[src/rtl/uart_rx_frame_ctrl.sv]
// ---------------------------------------------------------------------------
// uart_rx_frame_ctrl
//
// Sequencer for the UART byte receiver. It produces the oversampling strobe
// for the receiver, gathers NBYTES received bytes into one frame, throws a
// frame away on a parity error or when the line goes quiet mid-frame, and
// offers each completed frame downstream on a valid/ready handshake. Sticky
// error flags and saturating counters summarise what happened since the
// last clr_status.
//
// Ports
//   clk, rst_n      system clock, asynchronous active-low reset
//   rx_en           receive enable; low stops the strobe and drops partial
//                   frames (a held frame is kept)
//   sample_tick     one-cycle strobe every SAMPLE_DIV clocks while enabled
//   byte_valid      one-cycle pulse from the receiver with a new byte
//   byte_data       received byte, qualified by byte_valid
//   parity_ok       parity result for byte_data
//   frame_data      assembled frame, first received byte in [7:0]
//   frame_valid     frame_data holds a complete checked frame
//   frame_ready     downstream takes the frame when high with frame_valid
//   busy            controller is not idle
//   clr_status      one-cycle clear of sticky flags and counters
//   overrun         sticky: byte dropped while a frame was waiting
//   timeout         sticky: partial frame abandoned on line silence
//   parity_err      sticky: frame discarded on a parity error
//   ok_cnt          frames delivered, saturating
//   err_cnt         error events, saturating (one per cycle at most)
// ---------------------------------------------------------------------------
module uart_rx_frame_ctrl #(
    parameter int SAMPLE_DIV    = 54,
    parameter int NBYTES        = 8,
    parameter int TIMEOUT_TICKS = 160
) (
    input  logic                  clk,
    input  logic                  rst_n,
    input  logic                  rx_en,
    output logic                  sample_tick,
    input  logic                  byte_valid,
    input  logic [7:0]            byte_data,
    input  logic                  parity_ok,
    output logic [8*NBYTES-1:0]   frame_data,
    output logic                  frame_valid,
    input  logic                  frame_ready,
    output logic                  busy,
    input  logic                  clr_status,
    output logic                  overrun,
    output logic                  timeout,
    output logic                  parity_err,
    output logic [15:0]           ok_cnt,
    output logic [7:0]            err_cnt
);

    localparam int DIV_W = (SAMPLE_DIV > 1) ? $clog2(SAMPLE_DIV) : 1;
    localparam int GAP_W = $clog2(TIMEOUT_TICKS + 1);
    localparam int IDX_W = $clog2(NBYTES);

    localparam logic [DIV_W-1:0] DIV_ZERO = DIV_W'(0);
    localparam logic [DIV_W-1:0] DIV_ONE  = DIV_W'(1);
    localparam logic [DIV_W-1:0] DIV_LAST = DIV_W'(SAMPLE_DIV - 1);
    localparam logic [GAP_W-1:0] GAP_ZERO = GAP_W'(0);
    localparam logic [GAP_W-1:0] GAP_ONE  = GAP_W'(1);
    localparam logic [GAP_W-1:0] GAP_MAX  = GAP_W'(TIMEOUT_TICKS);
    localparam logic [IDX_W-1:0] IDX_ZERO = IDX_W'(0);
    localparam logic [IDX_W-1:0] IDX_ONE  = IDX_W'(1);
    localparam logic [IDX_W-1:0] IDX_LAST = IDX_W'(NBYTES - 1);

    typedef enum logic [1:0] {
        ST_IDLE    = 2'd0,
        ST_COLLECT = 2'd1,
        ST_FLUSH   = 2'd2,
        ST_HOLD    = 2'd3
    } state_t;

    // Delivered-frame counter update: a clear restarts from the event of
    // the same cycle, otherwise count up and stick at all-ones.
    function automatic logic [15:0] ok_cnt_next(input logic [15:0] cnt,
                                                input logic        ev,
                                                input logic        clr);
        logic [15:0] res;
        if (clr) begin
            res = {15'd0, ev};
        end else if (ev && (cnt != 16'hFFFF)) begin
            res = cnt + 16'd1;
        end else begin
            res = cnt;
        end
        return res;
    endfunction

    // Error counter update, same rules as the frame counter.
    function automatic logic [7:0] err_cnt_next(input logic [7:0] cnt,
                                                input logic       ev,
                                                input logic       clr);
        logic [7:0] res;
        if (clr) begin
            res = {7'd0, ev};
        end else if (ev && (cnt != 8'hFF)) begin
            res = cnt + 8'd1;
        end else begin
            res = cnt;
        end
        return res;
    endfunction

    state_t               state_r;
    state_t               state_nxt_s;
    logic [IDX_W-1:0]     idx_r;
    logic [IDX_W-1:0]     idx_nxt_s;
    logic [DIV_W-1:0]     div_r;
    logic [DIV_W-1:0]     div_nxt_s;
    logic [GAP_W-1:0]     gap_r;
    logic                 sample_tick_r;
    logic [8*NBYTES-1:0]  frame_data_r;
    logic                 frame_valid_r;
    logic                 busy_r;
    logic                 overrun_r;
    logic                 timeout_r;
    logic                 parity_err_r;
    logic [15:0]          ok_cnt_r;
    logic [7:0]           err_cnt_r;

    logic                 byte_good_s;
    logic                 byte_bad_s;
    logic                 store_s;
    logic [IDX_W-1:0]     store_idx_s;
    logic                 deliver_s;
    logic                 parity_ev_s;
    logic                 timeout_ev_s;
    logic                 overrun_ev_s;
    logic                 err_ev_s;
    logic                 enter_idle_s;

    assign byte_good_s  = byte_valid & parity_ok;
    assign byte_bad_s   = byte_valid & ~parity_ok;
    assign err_ev_s     = parity_ev_s | timeout_ev_s | overrun_ev_s;
    assign enter_idle_s = (state_nxt_s == ST_IDLE) && (state_r != ST_IDLE);

    // Divider next value: parked at zero while disabled, wraps at the end.
    always_comb begin
        div_nxt_s = DIV_ZERO;
        if (!rx_en) begin
            div_nxt_s = DIV_ZERO;
        end else if (div_r == DIV_LAST) begin
            div_nxt_s = DIV_ZERO;
        end else begin
            div_nxt_s = div_r + DIV_ONE;
        end
    end

    // Divider register; the strobe is registered so it is high exactly in
    // the cycle the divider sits on its last count.
    always_ff @(posedge clk or negedge rst_n) begin
        if (!rst_n) begin
            div_r         <= DIV_ZERO;
            sample_tick_r <= 1'b0;
        end else begin
            div_r         <= div_nxt_s;
            sample_tick_r <= rx_en && (div_nxt_s == DIV_LAST);
        end
    end

    // Line-silence counter in sample ticks, reset by any byte or on the
    // way back to idle, stuck at the timeout value.
    always_ff @(posedge clk or negedge rst_n) begin
        if (!rst_n) begin
            gap_r <= GAP_ZERO;
        end else if (enter_idle_s || byte_valid) begin
            gap_r <= GAP_ZERO;
        end else if (sample_tick_r && (gap_r != GAP_MAX)) begin
            gap_r <= gap_r + GAP_ONE;
        end else begin
            gap_r <= gap_r;
        end
    end

    // Sequencer decode: next state, byte store and the events of this cycle.
    always_comb begin
        state_nxt_s  = state_r;
        idx_nxt_s    = idx_r;
        store_s      = 1'b0;
        store_idx_s  = IDX_ZERO;
        deliver_s    = 1'b0;
        parity_ev_s  = 1'b0;
        timeout_ev_s = 1'b0;
        overrun_ev_s = 1'b0;
        case (state_r)
            ST_IDLE: begin
                if (rx_en && byte_good_s) begin
                    store_s     = 1'b1;
                    store_idx_s = IDX_ZERO;
                    idx_nxt_s   = IDX_ONE;
                    state_nxt_s = ST_COLLECT;
                end else if (rx_en && byte_bad_s) begin
                    parity_ev_s = 1'b1;
                    state_nxt_s = ST_FLUSH;
                end else begin
                    state_nxt_s = ST_IDLE;
                end
            end
            ST_COLLECT: begin
                if (!rx_en) begin
                    // Receiver switched off: the partial frame just vanishes.
                    idx_nxt_s   = IDX_ZERO;
                    state_nxt_s = ST_IDLE;
                end else if (byte_good_s) begin
                    store_s     = 1'b1;
                    store_idx_s = idx_r;
                    if (idx_r == IDX_LAST) begin
                        deliver_s   = 1'b1;
                        idx_nxt_s   = IDX_ZERO;
                        state_nxt_s = ST_HOLD;
                    end else begin
                        idx_nxt_s   = idx_r + IDX_ONE;
                        state_nxt_s = ST_COLLECT;
                    end
                end else if (byte_bad_s) begin
                    parity_ev_s = 1'b1;
                    idx_nxt_s   = IDX_ZERO;
                    state_nxt_s = ST_FLUSH;
                end else if (gap_r == GAP_MAX) begin
                    timeout_ev_s = 1'b1;
                    idx_nxt_s    = IDX_ZERO;
                    state_nxt_s  = ST_IDLE;
                end else begin
                    state_nxt_s = ST_COLLECT;
                end
            end
            ST_FLUSH: begin
                // Drop everything until the line has been quiet long enough
                // to be sure the next byte starts a fresh frame.
                if (!rx_en || (gap_r == GAP_MAX)) begin
                    state_nxt_s = ST_IDLE;
                end else begin
                    state_nxt_s = ST_FLUSH;
                end
            end
            ST_HOLD: begin
                if (frame_ready) begin
                    // A byte arriving with the handshake starts the next frame.
                    if (byte_good_s) begin
                        store_s     = 1'b1;
                        store_idx_s = IDX_ZERO;
                        idx_nxt_s   = IDX_ONE;
                        state_nxt_s = ST_COLLECT;
                    end else if (byte_bad_s) begin
                        parity_ev_s = 1'b1;
                        state_nxt_s = ST_FLUSH;
                    end else begin
                        state_nxt_s = ST_IDLE;
                    end
                end else if (byte_valid) begin
                    overrun_ev_s = 1'b1;
                    state_nxt_s  = ST_HOLD;
                end else begin
                    state_nxt_s = ST_HOLD;
                end
            end
            default: begin
                idx_nxt_s   = IDX_ZERO;
                state_nxt_s = ST_IDLE;
            end
        endcase
    end

    // Sequencer registers with the frame buffer and handshake outputs.
    always_ff @(posedge clk or negedge rst_n) begin
        if (!rst_n) begin
            state_r       <= ST_IDLE;
            idx_r         <= IDX_ZERO;
            frame_data_r  <= {(8*NBYTES){1'b0}};
            frame_valid_r <= 1'b0;
            busy_r        <= 1'b0;
        end else begin
            state_r       <= state_nxt_s;
            idx_r         <= idx_nxt_s;
            frame_valid_r <= (state_nxt_s == ST_HOLD);
            busy_r        <= (state_nxt_s != ST_IDLE);
            if (store_s) begin
                frame_data_r[{store_idx_s, 3'b000} +: 8] <= byte_data;
            end else begin
                frame_data_r <= frame_data_r;
            end
        end
    end

    // Sticky flags and counters; an event in the clearing cycle survives.
    always_ff @(posedge clk or negedge rst_n) begin
        if (!rst_n) begin
            overrun_r    <= 1'b0;
            timeout_r    <= 1'b0;
            parity_err_r <= 1'b0;
            ok_cnt_r     <= 16'd0;
            err_cnt_r    <= 8'd0;
        end else begin
            if (clr_status) begin
                overrun_r    <= overrun_ev_s;
                timeout_r    <= timeout_ev_s;
                parity_err_r <= parity_ev_s;
            end else begin
                overrun_r    <= overrun_r | overrun_ev_s;
                timeout_r    <= timeout_r | timeout_ev_s;
                parity_err_r <= parity_err_r | parity_ev_s;
            end
            ok_cnt_r  <= ok_cnt_next(ok_cnt_r, deliver_s, clr_status);
            err_cnt_r <= err_cnt_next(err_cnt_r, err_ev_s, clr_status);
        end
    end

    assign sample_tick = sample_tick_r;
    assign frame_data  = frame_data_r;
    assign frame_valid = frame_valid_r;
    assign busy        = busy_r;
    assign overrun     = overrun_r;
    assign timeout     = timeout_r;
    assign parity_err  = parity_err_r;
    assign ok_cnt      = ok_cnt_r;
    assign err_cnt     = err_cnt_r;

endmodule
[config.mk]
export PLATFORM = sky130hd
export DESIGN_NAME = uart_rx_frame_ctrl
export DESIGN_NICKNAME = d
export VERILOG_FILES = /design/src/rtl/uart_rx_frame_ctrl.sv
export SDC_FILE = /design/constraint.sdc
export NUM_CORES = 1
export LEC_CHECK = 0
export ABC_AREA = 1
export CAP_MARGIN = 5
export CORE_MARGIN = 4
export CORE_UTILIZATION = 50
export DETAILED_ROUTE_END_ITERATION = 10
export GPL_ROUTABILITY_DRIVEN = 0
export HOLD_SLACK_MARGIN = 0.06
export PLACE_DENSITY = 0.8
export SETUP_SLACK_MARGIN = 0.4
export SLEW_MARGIN = 20
export SYNTH_ARGS = -nofsm -noshare
export SYNTH_HDL_FRONTEND = slang
export SYNTH_SLANG_ARGS = --single-unit
[constraint.sdc]
create_clock -name clk -period 2.81 [get_ports clk]
set_input_delay 0.4215 -clock clk [delete_from_list [all_inputs] [get_ports clk]]
set_output_delay 0.4215 -clock clk [all_outputs]
set_load 0.05 [all_outputs]
# ---- Word level (Yosys, flattened, before mapping)
# Cells that the tools add are included.
dict set report classes {
  n_addsub 6
  bitwise 8
  n_mux 60
  n_eq_ne 15
  n_shift 2
  n_reduce_logical 19
}
# cell n
set op_table {}
lappend op_table {{$bwmux 64} 1}
lappend op_table {{$shift 8x8->64 const A} 1}
lappend op_table {{$shiftx 8x8->64} 1}
lappend op_table {{$mux 3} 11}
lappend op_table {{$mux 16} 2}
lappend op_table {{$mux 8} 4}
lappend op_table {{$mux 1} 26}
lappend op_table {{$mux 2} 10}
lappend op_table {{$add 16x1->16 const B} 1}
lappend op_table {{$add 8x1->8 const B} 2}
lappend op_table {{$ne 16x16->1 const B} 1}
lappend op_table {{$ne 8x8->1 const B} 2}
lappend op_table {{$eq 6x6->1 const B} 2}
lappend op_table {{$mux 6} 2}
lappend op_table {{$reduce_bool 2->1} 5}
lappend op_table {{$pmux 3 s3} 1}
lappend op_table {{$eq 8x8->1 const B} 1}
lappend op_table {{$neg 6->8} 1}
lappend op_table {{$pmux 2 s4} 1}
lappend op_table {{$logic_and 1x1->1} 7}
lappend op_table {{$add 6x1->6 const B} 1}
lappend op_table {{$eq 2x2->1 const B} 3}
lappend op_table {{$ne 2x2->1 const B} 3}
lappend op_table {{$pmux 1 s3} 2}
lappend op_table {{12 further kinds} 19}
dict set report totals {
  in_bits 15
  out_inout_bits 94
  regBits 113
  word_cells 123
}

# ---- Depth between registers and ports, before layout
# Gate-level depths: netlist of run 1.
dict set report depth {
  word_depth 11
  ltp_mapped 15
}

# ---- Worst setup path before layout of run 1
# OpenSTA, ideal clock, no wires.
dict set report synth_path {
  path_type {input port to flip-flop}
  start {input rx_en}
  end {register frame_data_r[32] (netlist: frame_data[32])}
  slack_ns 0.220
  cell_stages 14
  arrival_ns 2.470
  n_path_buf 2
  cell_sequence {inv_1 > nor2_4 > nand2_4 > inv_8 > nand2_8 > buf_2 > ha_1 > ha_1 > clkbuf_1 > nand2_1 > nor2_4 > nand2_2 > nor2_1 > nor2_1}
}
dict set report synth_via {
  elab_chain_len 5
  word_cells_on_any_way 10
}
# item line
set synth_rtl {}
lappend synth_rtl {{from (decl)} 37} ;# input logic rx_en,
lappend synth_rtl {{$mux 3} 202} ;# if (!rx_en) begin
lappend synth_rtl {{$mux 3} n/a}
lappend synth_rtl {{$neg 6->8} 280} ;# frame_data_r[{store_idx_s, 3'b000} +: 8] <= byte_data;
lappend synth_rtl {{$shiftx 8x8->64 / $shift 8x8->64 (equally long branches)} 280}
lappend synth_rtl {{$bwmux 64} 280}
lappend synth_rtl {{to (signal assigned)} 271} ;# frame_data_r <= {(8*NBYTES){1'b0}};
lappend synth_rtl {{to (signal, indexed assignment)} 280}
lappend synth_rtl {{to (signal assigned)} 282} ;# frame_data_r <= frame_data_r;
lappend synth_rtl {{to (decl)} 114} ;# logic [8*NBYTES-1:0] frame_data_r;
# Parallel ways exist; a longest one is shown, timed or not.
# A chain may end at the register's enable or synchronous reset.

# ---- Worst setup path in the final report of run 1
dict set report layout_path {
  start {input rx_en}
  end {register frame_data_r[36] (netlist: frame_data[36])}
}
# Same word-level chain as after synthesis.

==> results of run 1 <==
-- logic make-up (layout without fill, tap and decap cells) --
| kind of cell | after synthesis | count (layout) |
|---|---|---|
| xor gates and xnor gates | 16 | 16 |
| adders and majority gates | 11 | 11 |
| DFF | 113 | 113 |
| AOI/OAI and AO/OA | 78 | 78 |
| and+or+nand+nor | 414 | 414 |
| buffers and inverters | 86 | 227 |
-- state kept, by name, indices dropped and copies added (netlist names), 2 cells and up --
signal      cells
gap_r           8
idx_r           3
err_cnt         8
state_r         2
frame_data     64
div_r           6
ok_cnt         16
-- cells in the mapped netlist (2+ instances only) --
library cell	instances
o21ai_0	43
a21oi_1	10
inv_4	2
nor2_4	5
buf_2	6
xor2_1	11
clkbuf_1	9
dfrtp_1	113
o21ai_1	11
nand3_2	4
nor2_1	84
o21ai_2	10
inv_1	62
nand2_1	215
nor3_1	7
ha_1	11
nand3_1	42
nor2_8	2
nor3b_1	2
nand4_1	42
buf_4	2
nand2_2	5
xnor2_1	5
-- routing by layer --
metal / wire length (um) / track usage
met4: 278 / 0.0806
met1: 6270 / 0.306
met2: 7790 / 0.400
met5: 0 / 0
met3: 1040 / 0.0569
-- area by class of cell --
| cell class | instances | area share |
|---|---|---|
| clock buffers | 21 | 0.0606 |
| clock inverters | 10 | 0.0172 |
| inverters | 67 | 0.0345 |
| multi-input cells | 519 | 0.339 |
| flip-flops and latches | 113 | 0.364 |
| well taps | 143 | 0.0230 |
| repair buffers | 129 | 0.161 |
-- power breakdown --
part	internal, mW	total (mW)	switching [mW]	leakage, nW
clock network	1.45	2.18	0.727	0.295
registers	1.75	1.86	0.112	1.55
logic	0.284	0.918	0.635	1.86
-- path summary, 6_finish.rpt --
kind / to / slack [ps] / depth (start not counted)
min: frame_data[16] / 100 / 2
min in group clk: frame_data[19] / 480 / 2
min reg2reg: frame_data[19] / 480 / 2
max reg2reg: frame_data[36] / 570 / 13
max: frame_data[36] / 540 / 13
max in group asynchronous: state_r[0] / 2250 / 2
-- metrics by stage --
stage | util | cell area, um2 | setup TNS [ps] | hold WS, ps
3_5_place_dp | 0.625 | 7100 | -136 | 464
2_1_floorplan | - | 5800 | 0 | 126
5_1_grt | 0.683 | 7760 | 0 | 147
3_3_place_gp | 0.625 | 7100 | 0 | 458
6_report | 0.683 | 7760 | 0 | 99.0
4_1_cts | 0.679 | 7720 | 0 | 119
-- worst max-delay path: cells and delay by family --
family / cells / cell delay (ps)
AND/OR/NAND/NOR: 6 / 590
buffers and inverters: 5 / 1000
adder cells (fa/ha/maj): 1 / 410
AO/OA/AOI/OAI: 1 / 140
-- what timing repair did --
| item | CTS | global route |
|---|---|---|
| hold buffers | 0 | 0 |
| pin swaps | 0 | 1 |
| resized for setup | 0 | 10 |
| buffers inserted | 2 | 1 |
| endpoints found under the setup margin | 3 | 54 |
==> flow_summary_export.csv, run 1 <==
group,metric,value,unit
status,status,"finished, final reports clean",
logic_synthesis,yosysUniqueCellTypes,38,
finish,finalNetCount,873,
timing,hold_viol_final,0,
drt,wire_per_inst,15.3,um
floorplanning,die_w,116,um
finish,synthToLayoutAreaGrowth,34.2,%
timing,fin_crit_sh,0.809,
worst_setup_path,critical_path.startpoint,"rx_en",
logic_synthesis,yosysTopAreaCell,"dfrtp_1",
timing,rsz0062_at_grt,"yes",
logic_synthesis,synthMuxAreaShare,0,
logic_synthesis,ys_seq_elements,113,
floorplanning,dieArea,13400,um2
drt,antenna_left,0,
clock_tree,cts.sinks,113,
grt,antenna_found_initial,0,
logic_synthesis,async_reset_ff_frac,1.00,
placement,post-place-cells,968,
worst_setup_path,critPathMaxFanout,8,
drt,viasPerCell,5.38,
clock_tree,cts.path.max_buffers,2,
placement,preCtsSetupSlack,-41.4,ps
logic_synthesis,synth.avg_cell_area,8.06,um2
pwr,ir_drop,0.488,mV
finish,multiInputGateArea,2630,um2
finish,finalNonFillerCells,1002,
logic_synthesis,netlist.area_leader.share,0.489,
worst_setup_path,max_stage_delay,480,ps
worst_setup_path,arrival,2570,ps
logic_synthesis,ys_top_cells_by_area,"dfrtp_1 (49%), nand2_1 (14%), nor2_1 (5.4%)",
grt,grt_max_degree,114,
logic_synthesis,synthAdderAreaFrac,0.0238,
finish,drive_gt1_frac,0.113,
timing,finalSetupViolations,0,
clock_tree,cts_tree,"yes",
drt,vias,5387,
worst_setup_path,crit_required,3100,ps
clock_tree,cts.reportedPaths.clkPinSlew,50,ps
logic_synthesis,synth-edff-count,0,
logic_synthesis,syn_nets,744,
grt,grt_pass1_wl,25200,um
placement,post-dp-hpwl,10800,um
logic_synthesis,synth_top_family_by_area,"simple AND/OR/NAND/NOR gates",
clock_tree,cts_htree_levels,4,
logic_synthesis,synthCells,718,
timing,setup_ws,537,ps
timing,post-route-min-period,2270,ps
floorplanning,pin_count,109,
worst_setup_path,start_kind,"primary input",
logic_synthesis,ys.flop_type,"dfrtp_1",
pwr,powerDensity,639,nW/um2
logic_synthesis,seq_area_frac_synth,0.489,
drt,post-route-drc-count,0,
logic_synthesis,synth_area,5790,um2
logic_synthesis,yosysWarnings,0,
clock_tree,clk_latency,410,ps
clock_tree,cts_root_buffer,"clkbuf_16",
clock_tree,cts_inserted_buffers,17,
drt,first_pass_iters,5,
timing,skew,9.43,ps
floorplanning,core_region_area,11400,um2
timing,slew_headroom,0.488,
placement,port_buffers,108,
grt,grt_pass1_vias,5269,
grt,track_usage,0.239,
worst_setup_path,path_class,"primary input to flip-flop",
timing,fmax,0.440,GHz
worst_setup_path,slowest_stage,"clkdlybuf4s50_1",
grt,grt-ovfl-total,0,
logic_synthesis,synth-simple-area-share,0.324,
flow_run,max_cap_violations,0,
drt,drt-total-wl,15400,um
drt,first_iter_violations,501,
pwr,total_power,4.96,mW
finish,seqCellArea,2830,um2
worst_setup_path,crit-reg2reg-launch,"state_r[1]",
floorplanning,initial_core_util,0.509,
timing,worst_slew_pin_slew,765,ps
pwr,leakage,3.71,nW
worst_setup_path,crit_chain,"clkdlybuf4s50_1, inv_1, nor2_4, nand2_4, inv_8, nand2_1, ha_2, clkinvlp_4, nand2_1, nor2_4, buf_4, a21oi_1, nor2_1",
worst_setup_path,endpoint_kind,"flip-flop",
floorplanning,rows,39,
logic_synthesis,synth_compound_area_frac,0.0780,
finish,antenna_cells,0,
floorplanning,die_h,116,um
finish,final_cell_mix,"nand2_1 (212), dfrtp_1 (112), clkdlybuf4s50_1 (107)",
logic_synthesis,synth_xor_area_frac,0.0242,
timing,timing.final.max_slew_violations,0,
min_path,hold_path_class,"primary input to asynchronous set/reset pin",
finish,layout_commonest_cell,"nand2_1",
finish,num-fill-cells,914,
No activity file was read; power rests on OpenSTA's default activity.
==> run 2, diff against run 1 <==
--- a/config.mk
+++ b/config.mk
@@ -8,11 +8,11 @@
 export ABC_AREA = 1
 export CAP_MARGIN = 5
 export CORE_MARGIN = 4
-export CORE_UTILIZATION = 50
+export CORE_UTILIZATION = 47
 export DETAILED_ROUTE_END_ITERATION = 10
 export GPL_ROUTABILITY_DRIVEN = 0
 export HOLD_SLACK_MARGIN = 0.06
-export PLACE_DENSITY = 0.8
+export PLACE_DENSITY = 0.79
 export SETUP_SLACK_MARGIN = 0.4
 export SLEW_MARGIN = 20
 export SYNTH_ARGS = -nofsm -noshare
==> constraint.sdc (replaced) <==
create_clock -name clk -period 1.9 [get_ports clk]
set_input_delay 0.285 -clock clk [delete_from_list [all_inputs] [get_ports clk]]
set_output_delay 0.285 -clock clk [all_outputs]
set_load 0.05 [all_outputs]
==> run 2 against run 1 <==
Effect of this change: the flow now finishes with violations (negative setup slack); design area increased by 17%; sequential cell count did not move; critical path depth unchanged; via count is 12% higher.
==> flow_summary_export.csv, run 2 (synthesis results as in run 1) <==
group,metric,value,unit
grt,grt_pass1_vias,5904,
timing,rsz0062_at_grt,"yes",
timing,fmax,0.483,GHz
drt,first_iter_violations,576,
placement,preCtsSetupSlack,-678,ps
floorplanning,rows,40,
timing,skew,10.1,ps
worst_setup_path,critical_path.startpoint,"state_r[1]",
pwr,leakage,4.42,nW
worst_setup_path,r2r_slack,-170,ps
floorplanning,die_w,119,um
worst_setup_path,endpoint,"frame_data[28]",
grt,antenna_found_initial,0,
drt,first_pass_iters,5,
placement,port_buffers,108,
worst_setup_path,crit-reg2reg-launch,"state_r[1]",
timing,post-route-min-period,2070,ps
finish,antenna_cells,0,
finish,layout_commonest_cell,"nand2_1",
flow_run,max_cap_violations,0,
status,violations,"negative setup slack",
min_path,hold_path_class,"primary input to asynchronous set/reset pin",
drt,drt-total-wl,18800,um
worst_setup_path,r2r_end,"frame_data[28]",
clock_tree,clk_latency,420,ps
finish,synthToLayoutAreaGrowth,56.5,%
floorplanning,pin_count,109,
placement,post-dp-hpwl,11400,um
timing,timing.final.max_slew_violations,0,
worst_setup_path,crit_required,2230,ps
floorplanning,initial_core_util,0.482,
clock_tree,cts_htree_levels,4,
worst_setup_path,start_kind,"flip-flop",
timing,holdWs,450,ps
drt,viasPerCell,5.63,
timing,setup_ws,-170,ps
pwr,ir_drop,0.832,mV
timing,slew_headroom,0.562,
grt,grt-ovfl-total,0,
finish,finish.utilization,0.754,
timing,finalSetupViolations,64,
drt,vias,6032,
pwr,total_power,8.11,mW
timing,worst_slew_pin_slew,658,ps
grt,grt_max_degree,114,
grt,grt_pass1_wl,28800,um
pwr,powerDensity,895,nW/um2
drt,antenna_left,0,
drt,post-route-drc-count,0,
clock_tree,cts_inserted_buffers,17,
worst_setup_path,r2r_cells,13,
clock_tree,cts.reportedPaths.clkPinSlew,60,ps
clock_tree,cts.sinks,113,
finish,finalNetCount,938,
clock_tree,cts_tree,"yes",
finish,final_cell_mix,"nand2_1 (167), dfrtp_1 (93), buf_4 (65)",
finish,drive_gt1_frac,0.426,
worst_setup_path,endpoint_kind,"flip-flop",
worst_setup_path,path_class,"flip-flop to flip-flop",
grt,track_usage,0.254,
finish,finalNonFillerCells,1072,
finish,largest_reg_flops,64,
floorplanning,dieArea,14200,um2
clock_tree,cts_root_buffer,"clkbuf_16",
timing,fin_crit_sh,1.09,
finish,fin_area,9060,um2
worst_setup_path,arrival,2400,ps
timing,setup_tns,-6190,ps
timing,hold_viol_final,0,
floorplanning,core_region_area,12000,um2
worst_setup_path,critPathMaxFanout,7,
placement,post-place-cells,999,
drt,wire_per_inst,17.6,um
status,status,"finished, violations left",
clock_tree,cts.path.max_buffers,2,
placement,placed_area,7490,um2
floorplanning,die_h,119,um
==> run 2: layout make-up <==
class                      instances  area, um2
fill                             731       2950
sequential                       113       2850
tap                              147        184
timing repair buffer             192       1770
inverter                          67        290
clock inverter                    10        204
multi-input combinational        519       3270
timing repair inverter             2       17.5
clock buffer                      22        474
==> run 2: critical path, stage by stage (launching register included) <==
cell     delay [ps]
dfrtp_1         390
inv_2            90
nand2_4          60
inv_2            70
nand2_4          60
inv_8            80
nand2_8          60
ha_4            270
buf_6           120
buf_12          130
nor2_8          180
buf_8           200
nand2_4          70
o21ai_1         190
==> run 2: worst min path at each step <==
stage | startpoint | cells after the start | to | slack, ps
after floorplan | rst_n | 0 | busy | -10
after global placement | rst_n | 2 | ok_cnt[10] | 410
after detailed placement | rst_n | 2 | ok_cnt[14] | 420
after CTS | frame_data[23] | 2 | frame_data[23] | 480
after global routing | frame_data[22] | 2 | frame_data[22] | 500
final | rst_n | 3 | ok_cnt[14] | 450
==> run 2: where the power goes <==
group,switching [mW],internal (mW),total [mW]
clock,1.12,2.56,3.68
combinational,1.10,0.550,1.65
sequential,0.193,2.59,2.78
total,2.42,5.70,8.11
==> run 2: timing repair <==
item,4_1_cts,5_1_grt
endpoints found under the setup margin,195,123
hold endpoints to repair,113,0
gates resized for setup,401,128
hold buffers,1,0
cloned,4,1
pin swaps,36,35
buffers inserted,22,13
==> run 2: metal layers <==
layer | part of all wire | vias up | GRT usage
met5 | 0 | - | 0
met4 | 0.037 | 0 | 0.130
met3 | 0.061 | 66 | 0.0660
met2 | 0.50 | 287 | 0.428
met1 | 0.40 | 2934 | 0.300
li1 | - | 2745 | -
==> run 3, diff against run 2 <==
--- a/config.mk
+++ b/config.mk
@@ -8,11 +8,11 @@
 export ABC_AREA = 1
 export CAP_MARGIN = 5
 export CORE_MARGIN = 4
-export CORE_UTILIZATION = 47
+export CORE_UTILIZATION = 44
 export DETAILED_ROUTE_END_ITERATION = 10
 export GPL_ROUTABILITY_DRIVEN = 0
 export HOLD_SLACK_MARGIN = 0.06
-export PLACE_DENSITY = 0.79
+export PLACE_DENSITY = 0.75
 export SETUP_SLACK_MARGIN = 0.4
 export SLEW_MARGIN = 20
 export SYNTH_ARGS = -nofsm -noshare
==> run 3 against run 2 <==
Effect of this change: the flow still finishes with violations (negative setup slack); via count is 4.0% lower; design area up 1.3%; register-to-register slack hardly changed; clock power shrank 20%; non-clock buffer count grew 17; worst setup slack worse by 9.2 ps; first-iteration DRC count is 6.9% lower.
==> flow_summary_export.csv, run 3 (synthesis results as in run 1) <==
group,metric,value,unit
worst_setup_path,path_class,"flip-flop to flip-flop",
floorplanning,dieArea,15100,um2
clock_tree,cts_tree,"yes",
grt,grt_max_degree,53,
pwr,p_int,5.06,mW
clock_tree,cts.sinks,113,
placement,port_buffers,108,
finish,final_cell_mix,"nand2_1 (161), dfrtp_1 (93), buf_4 (76)",
clock_tree,cts_root_buffer,"clkbuf_16",
finish,drive_gt1_frac,0.427,
finish,finalNetCount,955,
floorplanning,initial_core_util,0.453,
floorplanning,die_w,123,um
clock_tree,clk_latency,420,ps
worst_setup_path,r2r_end,"frame_data[4]",
clock_tree,cts.reportedPaths.clkPinSlew,50,ps
floorplanning,pin_count,109,
drt,drt-total-wl,17200,um
finish,antenna_cells,0,
grt,grt-ovfl-total,0,
timing,slew_headroom,0.666,
timing,post-route-min-period,2080,ps
worst_setup_path,critPathMaxFanout,6,
worst_setup_path,start_kind,"flip-flop",
pwr,powerDensity,804,nW/um2
timing,setup_ws,-179,ps
finish,synthToLayoutAreaGrowth,58.6,%
timing,fin_crit_sh,1.09,
placement,post-dp-hpwl,10800,um
pwr,total_power,7.38,mW
worst_setup_path,r2r_cells,14,
drt,wire_per_inst,15.5,um
timing,setup_tns,-5270,ps
timing,skew,7.82,ps
timing,rsz0062_at_grt,"yes",
worst_setup_path,endpoint_kind,"flip-flop",
pwr,p_clk_frac,0.399,
floorplanning,die_h,123,um
timing,fmax,0.481,GHz
status,violations,"negative setup slack",
pwr,switchingPower,2.32,mW
drt,antenna_left,0,
drt,post-route-drc-count,0,
pwr,p_comb_frac,0.227,
clock_tree,cts_inserted_buffers,17,
drt,viasPerCell,5.21,
grt,antenna_found_initial,0,
pwr,seq_power_share,0.374,
status,status,"finished, violations left",
worst_setup_path,endpoint,"frame_data[4]",
clock_tree,cts_htree_levels,4,
drt,vias,5788,
timing,worst_slew_pin_slew,496,ps
finish,finalNonFillerCells,1111,
clock_tree,cts.path.max_buffers,2,
grt,track_usage,0.227,
finish,largest_reg_flops,64,
pwr,leakage,4.38,nW
timing,holdWs,271,ps
flow_run,max_cap_violations,0,
floorplanning,rows,41,
timing,timing.final.max_slew_violations,0,
min_path,hold_path_class,"primary input to asynchronous set/reset pin",
worst_setup_path,critical_path.startpoint,"state_r[1]",
finish,num-fill-cells,898,
worst_setup_path,arrival,2380,ps
worst_setup_path,crit_required,2200,ps
floorplanning,core_region_area,12800,um2
pwr,switching_share,0.314,
finish,layout_commonest_cell,"nand2_1",
pwr,ir_drop,0.861,mV
timing,finalSetupViolations,57,
worst_setup_path,r2r_slack,-180,ps
grt,grt_pass1_wl,26800,um
grt,grt_pass1_vias,5506,
drt,first_pass_iters,5,
drt,first_iter_violations,536,
timing,hold_viol_final,0,
placement,post-place-cells,1036,
worst_setup_path,crit-reg2reg-launch,"state_r[1]",
run 3: changes by cell type in the layout (fill, tap and decap cells not counted), moves of 6 or more:
| cell | previous run | this run |
|---|---|---|
| buf_4 | 65 | 76 |
| nand2_2 | 29 | 39 |
| o21ai_0 | 5 | 14 |
| buf_2 | 31 | 23 |
| clkdlybuf4s15_2 | 55 | 62 |
| nand2_1 | 167 | 161 |
| o21ai_2 | 30 | 12 |
| o21ai_1 | 25 | 36 |
run 3: per-layer routing:
| metal | vias to the layer above | GRT usage | wire length [um] |
|---|---|---|---|
| met4 | 0 | 0.0903 | 458 |
| met1 | 2773 | 0.289 | 7200 |
| met2 | 196 | 0.375 | 8770 |
| met3 | 42 | 0.0525 | 814 |
| met5 | - | 0 | 0 |
| li1 | 2777 | - | - |
run 3: layout make-up:
class | instances | area [um2] | area share
clock buffers | 22 | 484 | 0.0527
clock inverters | 7 | 60.1 | 0.00654
inverters | 67 | 285 | 0.0311
multi-input cells | 520 | 3270 | 0.356
flip-flops and latches | 113 | 2850 | 0.311
well taps | 172 | 215 | 0.0234
repair buffers | 209 | 2010 | 0.218
repair inverters | 1 | 6.26 | 0.000681
run 3: repair_timing:
action,4_1_cts,5_1_grt
gates cloned,4,2
hold endpoints to repair,87,0
setup endpoints to repair,196,114
hold buffers,1,0
gates resized for setup,416,102
buffers inserted,22,17
pin swaps,42,38
run 3: critical path, stage by stage (launching register included):
cell	delay, ps
dfrtp_1	390
inv_2	90
nand2_4	60
inv_2	70
nand2_4	60
inv_8	90
nand2_8	60
ha_4	160
ha_4	230
buf_6	120
nor3b_4	190
nand3_2	150
buf_6	170
nand2_1	50
o21ai_1	60
run 3: power groups by stage:
| stage | sequential, mW | clock (mW) | combinational, mW |
|---|---|---|---|
| global placement | 2.79 | 0 | 1.44 |
| global route | 2.77 | 3.10 | 1.78 |
| floorplan | 3.28 | 0 | 0.338 |
| finish | 2.76 | 2.95 | 1.67 |
| CTS | 2.74 | 2.99 | 1.56 |
| detailed placement | 2.79 | 0 | 1.45 |
run 3: how the worst min path moves through the flow:
| stage | from | end | slack, ps | depth (start not counted) |
|---|---|---|---|---|
| after floorplan | rst_n | busy | -10 | 0 |
| after global placement | rst_n | ok_cnt[13] | 150 | 1 |
| after detailed placement | rst_n | ok_cnt[12] | 150 | 1 |
| after CTS | rst_n | ok_cnt[6] | 250 | 2 |
| after global routing | rst_n | ok_cnt[6] | 280 | 2 |
| final | rst_n | ok_cnt[6] | 270 | 2 |
run 3: stage by stage:
step	worst slack, ps	util	instance area [um2]
finish	-179	0.719	9180
floorplan	-230	-	6010
CTS	-89.8	0.686	8760
global placement	-638	0.597	7620
global route	-233	0.719	9180
detailed placement	-720	0.597	7620
